<file path="config.mk">
export PLATFORM = sky130hd
export DESIGN_NAME = blockram_dual_port_arbiter
export DESIGN_NICKNAME = d
export VERILOG_FILES = /design/src/rtl/blockram_dual_port_arbiter.sv
export SDC_FILE = /design/constraint.sdc
export NUM_CORES = 1
export LEC_CHECK = 0
export ABC_AREA = 0
export ABC_CLOCK_PERIOD_IN_PS = 7900
export CORE_AREA = 2 2 97 145
export DETAILED_ROUTE_END_ITERATION = 7
export DIE_AREA = 0 0 99 147
export PLACE_DENSITY = 0.82
export SYNTH_ARGS = -nofsm -noshare
export SYNTH_HDL_FRONTEND = slang
export SYNTH_SLANG_ARGS = --single-unit
</file>
<file path="constraint.sdc">
create_clock -name clk -period 7.9 [get_ports clk]
set_clock_uncertainty 0.1 [all_clocks]
set_input_delay 1.185 -clock clk [delete_from_list [all_inputs] [get_ports clk]]
set_output_delay 1.185 -clock clk [all_outputs]
set_load 0.03 [all_outputs]
</file>
<file path="src/rtl/blockram_dual_port_arbiter.sv">
// blockram_dual_port_arbiter
// Round-robin arbiter that shares one true dual-port block RAM (registered
// read, one-cycle latency) between NUM_REQ requesters. Up to two requests are
// granted per cycle: the first in scan order drives port A, the second drives
// port B. A same-address pair in which either side writes is never granted
// together. Read data is routed back to the requester one cycle after its grant.
module blockram_dual_port_arbiter #(
   parameter int NUM_REQ   = 4,
   parameter int RAM_WIDTH = 16,
   parameter int RAM_DEPTH = 1024,
   localparam int AW = $clog2(RAM_DEPTH)
) (
   input  logic                           clk,
   input  logic                           rst,
   input  logic [NUM_REQ-1:0]             req,
   input  logic [NUM_REQ-1:0]             we,
   input  logic [NUM_REQ*AW-1:0]          addr,
   input  logic [NUM_REQ*RAM_WIDTH-1:0]   wdata,
   output logic [NUM_REQ-1:0]             gnt,
   output logic [NUM_REQ-1:0]             rvalid,
   output logic [NUM_REQ*RAM_WIDTH-1:0]   rdata,
   output logic                           write_enable_A,
   output logic                           read_enable_A,
   output logic [AW-1:0]                  address_A,
   output logic [RAM_WIDTH-1:0]           data_in_A,
   input  logic [RAM_WIDTH-1:0]           data_out_A,
   output logic                           write_enable_B,
   output logic                           read_enable_B,
   output logic [AW-1:0]                  address_B,
   output logic [RAM_WIDTH-1:0]           data_in_B,
   input  logic [RAM_WIDTH-1:0]           data_out_B
);

   localparam int IW = $clog2(NUM_REQ);

   // Return tag: which requester owns the read data coming out of a port.
   typedef struct packed {
      logic          valid;
      logic [IW-1:0] idx;
   } tag_t;

   logic [IW-1:0]        ptr;
   logic [IW-1:0]        ptr_next;
   tag_t                 tag_a;
   tag_t                 tag_b;

   logic [NUM_REQ-1:0]   req_live;
   logic                 w0_valid;
   logic [IW-1:0]        w0_idx;
   logic                 w1_valid;
   logic [IW-1:0]        w1_idx;
   logic [IW:0]          scan_sum;
   logic [IW-1:0]        scan_idx;
   logic [IW:0]          last_sum;

   logic [AW-1:0]        addr_a  [NUM_REQ];
   logic [RAM_WIDTH-1:0] wdata_a [NUM_REQ];

   // Unpack the flat request buses into per-requester arrays.
   for (genvar i = 0; i < NUM_REQ; i++) begin : g_unpack
      assign addr_a[i]  = addr[i*AW +: AW];
      assign wdata_a[i] = wdata[i*RAM_WIDTH +: RAM_WIDTH];
   end

   // Nothing is granted while reset is held.
   assign req_live = rst ? '0 : req;

   // Round-robin scan from ptr: first requester wins port A, next compatible one wins port B.
   always_comb begin
      // NOTE: every output of a combinational block gets a default first, so no path leaves it unassigned (no latch).
      w0_valid = 1'b0;
      w0_idx   = '0;
      w1_valid = 1'b0;
      w1_idx   = '0;
      scan_sum = '0;
      scan_idx = '0;
      for (int k = 0; k < NUM_REQ; k++) begin
         // NOTE: blocking assignments here, because later loop iterations must see the winners chosen by earlier ones.
         scan_sum = {1'b0, ptr} + (IW+1)'(k);
         if (scan_sum >= (IW+1)'(NUM_REQ)) begin
            scan_sum = scan_sum - (IW+1)'(NUM_REQ);
         end
         scan_idx = scan_sum[IW-1:0];
         if (req_live[scan_idx]) begin
            if (!w0_valid) begin
               w0_valid = 1'b1;
               w0_idx   = scan_idx;
            end else if (!w1_valid &&
                         !((addr_a[scan_idx] == addr_a[w0_idx]) &&
                           (we[scan_idx] || we[w0_idx]))) begin
               w1_valid = 1'b1;
               w1_idx   = scan_idx;
            end
         end
      end
   end

   // Next pointer sits one past the last granted requester, wrapping at NUM_REQ.
   always_comb begin
      last_sum = {1'b0, (w1_valid ? w1_idx : w0_idx)} + (IW+1)'(1);
      if (last_sum >= (IW+1)'(NUM_REQ)) begin
         last_sum = '0;
      end
      ptr_next = last_sum[IW-1:0];
   end

   // Grant vector and RAM port drive; an unused port is fully idle and zeroed.
   always_comb begin
      gnt            = '0;
      write_enable_A = 1'b0;
      read_enable_A  = 1'b0;
      address_A      = '0;
      data_in_A      = '0;
      write_enable_B = 1'b0;
      read_enable_B  = 1'b0;
      address_B      = '0;
      data_in_B      = '0;
      if (w0_valid) begin
         gnt[w0_idx]    = 1'b1;
         write_enable_A = we[w0_idx];
         read_enable_A  = ~we[w0_idx];
         address_A      = addr_a[w0_idx];
         data_in_A      = wdata_a[w0_idx];
      end
      if (w1_valid) begin
         gnt[w1_idx]    = 1'b1;
         write_enable_B = we[w1_idx];
         read_enable_B  = ~we[w1_idx];
         address_B      = addr_a[w1_idx];
         data_in_B      = wdata_a[w1_idx];
      end
   end

   // Pointer and return tags; a granted read tags its port for the next cycle.
   always_ff @(posedge clk) begin
      if (rst) begin
         ptr   <= '0;
         tag_a <= '0;
         tag_b <= '0;
      end else begin
         // NOTE: sequential state uses non-blocking assignments so every register updates from pre-edge values.
         tag_a.valid <= w0_valid & ~we[w0_idx];
         tag_a.idx   <= w0_idx;
         tag_b.valid <= w1_valid & ~we[w1_idx];
         tag_b.idx   <= w1_idx;
         if (w0_valid) begin
            ptr <= ptr_next;
         end
      end
   end

   // Steer RAM read data to the tagged requester; reset suppresses an in-flight return.
   always_comb begin
      rvalid = '0;
      rdata  = '0;
      for (int i = 0; i < NUM_REQ; i++) begin
         if (!rst && tag_a.valid && (tag_a.idx == IW'(i))) begin
            rvalid[i]                        = 1'b1;
            rdata[i*RAM_WIDTH +: RAM_WIDTH]  = data_out_A;
         end else if (!rst && tag_b.valid && (tag_b.idx == IW'(i))) begin
            rvalid[i]                        = 1'b1;
            rdata[i*RAM_WIDTH +: RAM_WIDTH]  = data_out_B;
         end
      end
   end

endmodule

</file>
# Yosys cells after proc, flatten, opt, wreduce, memory -nomap -nowiden
# Cells that the tools add are included.
# op_classes
mux	120
n_reduce_logical	27
n_eq_ne	9
bitwise_logic	13
magnitude_cmp	24
addsub	8
# ops
operator	count
2-to-1 mux 16 bit	14
2-to-1 mux 10 bit	18
binary-select mux 10 bit (select 2 bit)	8
binary-select mux 16 bit (select 2 bit)	2
2-to-1 mux 2 bit	22
2-to-1 mux 1 bit	39
>= comparator 3 bit (second input constant)	12
== test 10 bit	3
< comparator 2 x 3 -> 1 bit (second input constant)	9
binary-select mux 1 bit (select 2 bit)	12
inverter 2 -> 3 bit	8
logical AND 1 bit	17
2-to-1 mux 4 bit	3
== test 2 bit (second input constant)	4
subtractor 2 x 1 -> 2 bit (second input constant)	4
adder 2 x 1 -> 3 bit (second input constant)	2
adder 2 x 2 -> 3 bit (second input constant)	2
zero test 1 bit	5
demux 1 bit (select 2 bit)	2
== test 2 x 1 -> 1 bit (second input constant)	2
>= comparator 2 x 1 -> 1 bit (second input constant)	2
zero test 2 bit	2
bitwise OR 4 bit	1
>= comparator 2 x 3 -> 1 bit (second input constant)	1
3 further kinds	7
# totals
ff_bits	8
input_bits	146
output_inout_bits	128
wordCells	206

# Logic depth before layout (Yosys ltp)
# Gate-level depths: netlist of run 1.
# depth
word_depth	30
ltp_mapped	25
depth_no_buf	17

# Worst setup path before layout of run 1
# No wires, ideal clock.
# synth_path
path_type	in2out
start	input req[2]
end	output gnt[3]
cell_stages	16
setup_slack_ns	1.198
n_path_buf	4
required_ns	6.615
t_arrival_ns	5.417
path_cell_list	clkbuf_1 mux2i_1 nand2_1 o311a_1 ha_1 clkbuf_1 buf_1 mux4_2 xnor2_1 nand2_1 o31ai_1 nand2b_1 inv_1 o41a_1 clkbuf_1 o21ai_0
# synth_via
elab_chain_len	29
word_cells_on_any_way	84
cone_classes	order compare: 4; eq/ne: 3; mux: 59; bitwise: 4; reduce/logical: 14
# synth_rtl
item	line	source
start, declared	15	input logic [NUM_REQ-1:0] req,
2-to-1 mux 4 bit *	66	assign req_live = rst ? '0 : req;
binary-select mux 1 bit (select 2 bit)	84	if (req_live[scan_idx]) begin
2-to-1 mux 1 bit (implied by the code)	84	
2-to-1 mux 2 bit	84	
inverter 2 -> 3 bit (implied by the code)	89	!((addr_a[scan_idx] == addr_a[w0_idx]) &&
binary-select mux 10 bit (select 2 bit)	89	
2-to-1 mux 10 bit (implied by the code) (2 in a row)	89	
== test 10 bit	89	
[12 not listed]	n/a	
2-to-1 mux 2 bit	85	if (!w0_valid) begin
2-to-1 mux 2 bit	84	
< comparator 2 x 3 -> 1 bit (implied by the code) / >= comparator 2 x 1 -> 1 bit (equally long branches)	126	gnt[w1_idx] = 1'b1;
logical AND 1 bit (implied by the code)	126	
2-to-1 mux 1 bit (implied by the code)	126	
demux 1 bit (select 2 bit)	126	
bitwise OR 4 bit (no line)	n/a	
2-to-1 mux 4 bit *	125	if (w1_valid) begin
end, declared	19	output logic [NUM_REQ-1:0] gnt,
# Mark *: on every way between the ends. The rest lies on a longest branch, timed or not. The select of a mux whose other input is x is not followed.

# Worst setup path in the final report of run 1
# layout_path
start	input req[2]
end	output data_in_B[0]
# layout_via
elab_chain_len	28
word_cells_on_any_way	73
cone_classes	eq/ne: 3; mux: 54; bitwise: 4; reduce/logical: 12
# layout_rtl
item	line	source
2-to-1 mux 4 bit *	66	
binary-select mux 1 bit (select 2 bit)	84	
2-to-1 mux 1 bit (implied by the code)	84	
2-to-1 mux 2 bit	84	
inverter 2 -> 3 bit (implied by the code)	89	
binary-select mux 10 bit (select 2 bit)	89	
2-to-1 mux 10 bit (implied by the code) (2 in a row)	89	
== test 10 bit	89	
[10 not listed]	n/a	
logical AND 1 bit	88	end else if (!w1_valid &&
2-to-1 mux 2 bit	88	
2-to-1 mux 2 bit	85	
2-to-1 mux 2 bit	84	
inverter 2 -> 3 bit (implied by the code)	130	data_in_B = wdata_a[w1_idx];
binary-select mux 16 bit (select 2 bit)	130	
2-to-1 mux 16 bit (implied by the code) (2 in a row)	130	
2-to-1 mux 16 bit *	125	
end, declared	30	output logic [RAM_WIDTH-1:0] data_in_B,
# Marks and branches as above.

==> metrics.txt, run 1 <==
H-Tree Depth 1; initial antenna violation count 1; R2R cell count 13; total global routing overflow 0; CTS Hold Buffers Added 0; # setup viols final 0; Die X approximately 99 um; std cell rows 52; post_cts resized 0; Internal between 1500 and 2000 uW; TNS Setup 0 ns; clk buf depth 2; Yosys cell types between 70 and 80; EDFF count, synth 0; hold path cells 3; Worst EP arrival a little over 6 ns; Root Buffer clkbuf_16; Vias between 6000 and 7000; min-delay worst type reg -> reg; CTS tree yes; Inserted Clock Buffers 3; worst r2r src ptr[0]; pwr dens 407 nW/um2; area grow syn2layout 52.5%; ys async rst share 0; critical path endpoint category primary output; 1st-pass router iterations 5; Slew headroom 0.180; CORE AREA roughly 13000 um2; #FFs+latches synth 8; Tcrit/Tclk final 0.949; Mapped Cells a little under 600; Post-Syn Area per Cell 9.48 um2; Flop pwr share 0.035; Switching Fraction 0.539; dpl hpwl 18400 um; # IOs 274; Routed Wire Length ~24000 um; post-synthesis sequential area ratio 0.0292; clock network fraction of total power 0.025; ys flop type dfxtp_1; hold_sp ptr[1]; proportion of layout cells with a drive suffix above 1 0.183; Mapped Nets approximately 730; Cell Area, Synth between 5000 and 6000 um2; YS warnings 0; Initial DRC Count approximately 570; final hold slack ~0.9 ns; # port buffers around 270; postcts setup bufs 0; Initial Util 0.411; total of max-cap violations 0; Final min period around 7.5 ns; Final Max Tran Viols 0; Fillers 1141; vias in the first global route approximately 6500; Switch Pwr roughly 1800 uW; largest net degree at the start of global routing 36; # nets final around 960; WL/cell around 24 um; Die Footprint ~15000 um2; status completed; Antenna Cells 0; Setup CP Type in -> out; CP Data Required Time roughly 6.6 ns; crit path launch req[2]; Multi-input gate area between 4000 and 5000 um2; RSZ-0062 raised after global routing no; crit path launch type input port; CTS clock-pin slew for the worst setup and hold paths ~0.040 ns; Slew @ Worst Pin between 1 and 1.5 ns; Layout Utilization 0.626; maximum VDD drop ~0.34 mV; GRT Overall Usage 0.304; fmax between 100 and 150 MHz; Worst-Skew Late Latency approximately 0.23 ns; ANT nets after route 0; crit path max fanout 24; register area about 160 um2; CTS sink count 8; first-pass GRT wire length 35500 um; r2r setup slk between 2 and 3 ns; residual DRC count 0; combinational power share 0.940; Hold Fails Final Rpt 0; P_leak a little over 0.003 uW; via/cell ratio ~6.7; GPL Wtd Cong slightly above 1; DIE HEIGHT about 150 um
[worst max-delay path, cell delays in order]
cell and delay (ns):
clkdlybuf4s50_1 0.67, mux2i_1 0.22, nand2_1 0.12, o311a_1 0.21
ha_1 0.17, buf_4 0.30, nor2b_1 0.10, a2111oi_0 0.53
or3_1 0.21, o211a_1 0.16, nand4_1 0.12, o31ai_1 0.34
nand2b_1 0.23, and2_1 0.15, a21oi_1 0.07, o31a_1 0.16
inv_4 0.23, buf_4 0.41, mux2i_1 0.26, o22ai_1 0.12
buf_4 0.22
[state kept, by name (all words and copies together) (netlist names)]
register,count
tag_a,3
ptr,2
tag_b,3
[path summary, 6_finish.rpt]
path	endpoint
worst min-delay path	ptr[1]
worst max register to register	tag_b[2]
worst max-delay path	data_in_B[0]
worst min register to register	ptr[1]
[cells in the mapped netlist (3+ instances only)]
master,n,area [um2]
a22o_1,64,561
o31ai_1,4,30.0
mux2i_1,97,971
xor2_1,15,131
nor2b_1,33,206
buf_4,4,30.0
nor2_1,22,82.6
o22ai_1,29,181
nand2b_1,5,31.3
a31oi_1,4,25.0
mux4_2,71,1600
and3_1,4,25.0
buf_2,13,65.1
a21oi_1,8,40.0
buf_1,6,22.5
inv_1,11,41.3
xnor2_1,15,131
a22oi_1,4,30.0
mux2_2,6,67.6
nand3_1,12,60.1
o2bb2ai_1,6,52.6
o21ai_0,13,65.1
nor3_1,4,20.0
nand2_1,27,101
clkbuf_1,26,97.6
dfxtp_1,8,160
a21boi_0,3,22.5
nand4_1,3,18.8
[metrics by stage]
stage / cells / instance area (um2) / setup slack, ns / power, uW
after floorplan: 578 / 5480 / 1.20 / 2270
after global placement: 974 / 8280 / 0.626 / 3250
after detailed placement: 974 / 8280 / 0.469 / 3290
after CTS: 977 / 8350 / 0.452 / 3390
after global routing: 977 / 8350 / 0.0648 / 3550
final: 977 / 8350 / 0.403 / 3400
[per-layer routing]
metal	global-route usage	part of all wire
met1	0.346	0.35
met2	0.548	0.51
met3	0.0371	0.084
met4	0.160	0.053
met5	0	0
[layout by cell type, fill, tap and decap left out, types with 8 or more instances in the layout]
master | netlist | routed
nor2_1 | 22 | 22
mux2i_1 | 97 | 97
nor2b_1 | 33 | 33
xnor2_1 | 15 | 15
o21ai_0 | 13 | 13
clkdlybuf4s50_1 | 0 | 243
inv_1 | 11 | 11
mux4_2 | 71 | 71
buf_12 | 2 | 8
o22ai_1 | 29 | 29
buf_4 | 4 | 39
nand2_1 | 27 | 27
xor2_1 | 15 | 15
a22o_1 | 64 | 64
nand3_1 | 12 | 12
[power by group through the flow]
stage               combinational, uW  sequential (uW)  clock, uW
floorplan                        2200             72.8          0
global placement                 3140              116          0
detailed placement               3170              118          0
CTS                              3190              117       86.2
global route                     3340              125       88.2
finish                           3200              118       86.4
[cells by family after synthesis]
family / count (synthesis) / share of synthesized area
compound gates: 161 / 0.233
simple gates: 131 / 0.129
xor+xnor: 30 / 0.0480
fa+ha+maj: 1 / 0.00228
flops: 8 / 0.0292
mux: 177 / 0.491
buf+inv: 70 / 0.0676
[cell type report]
class                           instances  area share
Inverter                               14     0.00659
Tap cell                              162      0.0243
Clock buffer                            3     0.00899
Multi-Input combinational cell        500       0.595
Timing Repair Buffer                  290       0.345
Sequential cell                         8      0.0195
Note: power is estimated with default switching activity, not from simulation.
==> inputs of run 2 (changes only) <==
- ABC_CLOCK_PERIOD_IN_PS: 7900 -> 6550
- CORE_AREA: 2 2 97 145 -> 2 2 102 153
- DIE_AREA: 0 0 99 147 -> 0 0 104 155
- PLACE_DENSITY: 0.82 -> 0.78
- clock period: 7.9 -> 6.55 ns (I/O delays scaled with it)
==> run 2 against run 1 <==
Against the previous run:
- global-route usage shrank 3.4 points
- hold slack worse by 0.12 ns
- sequential power decreased by 13%
- non-clock buffer count up 33
- via count fell by 1.7%
- combinational power grew 27%
- clock power increased by 19%
- register-to-register slack worse by 0.50 ns
==> metrics.txt, run 2 (synthesis results as in run 1) <==
Initial Util 0.369; CP max stage delay around 0.52 ns; CTS clock-pin slew for the worst setup and hold paths ~0.040 ns; worst r2r src ptr[1]; total global routing overflow 0; Worst-Skew Late Latency ~0.23 ns; setup ws final 0.198 ns; Layout Utilization 0.590; CTS sink count 8; CORE AREA roughly 15000 um2; initial antenna violation count 0; min-delay worst type reg -> reg; clk buf depth 2; Final min period approximately 6.4 ns; std cell rows 55; residual DRC count 0; crit path cell chain clkdlybuf4s50_1 -> and2_1 -> o311a_4 -> ha_4 -> mux2i_4 -> mux2i_4 -> buf_12 -> mux4_2 -> xor2_1 -> nor4_2 -> nand3_1 -> nand3b_1 -> o31a_1 -> inv_6 -> buf_12 -> mux2i_1 -> o22ai_1 -> buf_4; Routed Wire Length about 23000 um; # setup viols final 0; dpl hpwl around 18000 um; Multi-input gate area 5050 um2; Slew headroom 0.515; CP Data Required Time roughly 5.5 ns; status completed; final instance area 8770 um2; Hold Fails Final Rpt 0; commonest non-fill, non-tap cell in the layout clkdlybuf4s50_1; # port buffers about 270; crit path max fanout 19; R2R cell count 15; most frequent cells in the layout clkdlybuf4s50_1, mux2i_1, buf_4, mux4_2, a22o_1; # nets final 997; Inserted Clock Buffers 3; Root Buffer clkbuf_16; Tcrit/Tclk final 0.970; DIE HEIGHT roughly 160 um; pwr dens 487 nW/um2; via/cell ratio just over 6; Slowest cell on crit path mux4_2; crit path launch req[1]; GRT Overall Usage 0.270; Die X ~100 um; hold path cells 3; CTS tree yes; reg2reg end ptr[1]; r2r setup slk around 2.1 ns; ANT nets after route 0; placed inst area 8610 um2; Critical path buffers and inverters 5; GPL Wtd Cong 0.950; WL/cell 21.8 um; # IOs around 270; Slew @ Worst Pin 0.727 ns; Worst Setup EP data_in_B[0]; vias in the first global route 6263; Die Footprint 16100 um2; area grow syn2layout 60.2%; crit path launch type input port; 1st-pass router iterations 5; Crit path depth 18; fmax 157 MHz; Final Max Tran Viols 0; total power draw approximately 4300 uW; TNS Setup 0 ns; H-Tree Depth 1; Vias roughly 6500; Place WS roughly 0.025 ns; Antenna Cells 0; Setup CP Type in -> out; Worst EP arrival 5.27 ns; proportion of layout cells with a drive suffix above 1 0.236; maximum VDD drop 0.377 mV; register area approximately 160 um2; largest net degree at the start of global routing 30; critical path endpoint category primary output; biggest registers after layout tag_a (3), tag_b (3), ptr (2); total of max-cap violations 0; first-pass GRT wire length roughly 35000 um; Fillers roughly 1300; delay-heaviest family, CP buffers and inverters; Initial DRC Count between 400 and 500; P_leak between 0.003 and 0.004 uW; RSZ-0062 raised after global routing no
## run 2: cell type report
| type | instances | share of cell area |
|---|---|---|
| flip-flops and latches | 8 | 0.0185 |
| clock buffers | 3 | 0.00856 |
| multi-input cells | 500 | 0.575 |
| repair buffers | 323 | 0.363 |
| inverters | 14 | 0.00656 |
| well taps | 199 | 0.0284 |
## run 2: worst min-delay path: stages, from the launching register on
cell and delay, ns:
dfxtp_2 0.38, buf_4 0.28, nand3_1 0.11, o31ai_1 0.07
## run 2: worst min-delay path by stage
stage / endpoint / from
finish: ptr[0] / ptr[0]
global route: ptr[0] / ptr[0]
CTS: ptr[0] / ptr[0]
detailed placement: ptr[0] / ptr[0]
global placement: ptr[0] / ptr[0]
floorplan: ptr[1] / ptr[1]
## run 2: what timing repair did
item	4_1_cts	5_1_grt
setup endpoints to repair	1	31
buffers inserted	0	1
resized for setup	1	16
pin swaps	0	4
hold buffers	0	0
## run 2: layer usage
layer / track usage / share of wire / up-vias
met5: 0 / 0 / -
met4: 0.113 / 0.052 / 0
met3: 0.0251 / 0.067 / 80
met2: 0.491 / 0.51 / 376
met1: 0.326 / 0.37 / 3100
li1: - / - / 2897
## run 2: power by group
part           leakage (uW)  total (uW)  internal, uW  switching (uW)
logic               0.00317        4060          1860            2200
clock network     0.0000370         103          78.7            24.5
registers         0.0000667         103          73.4            29.3
total               0.00327        4270          2020            2250
## run 2: per-stage QoR
step / hold WS [ns] / cells
2_1_floorplan: 0.637 / 578
3_3_place_gp: 0.768 / 1043
3_5_place_dp: 0.777 / 1043
4_1_cts: 0.781 / 1046
5_1_grt: 0.837 / 1047
6_report: 0.796 / 1047
==> inputs of run 3 (changes only) <==
- CTS_CLUSTER_DIAMETER: default -> 150
==> results of run 3 <==
Final layout, timing and power as in run 2 (identical DEF).
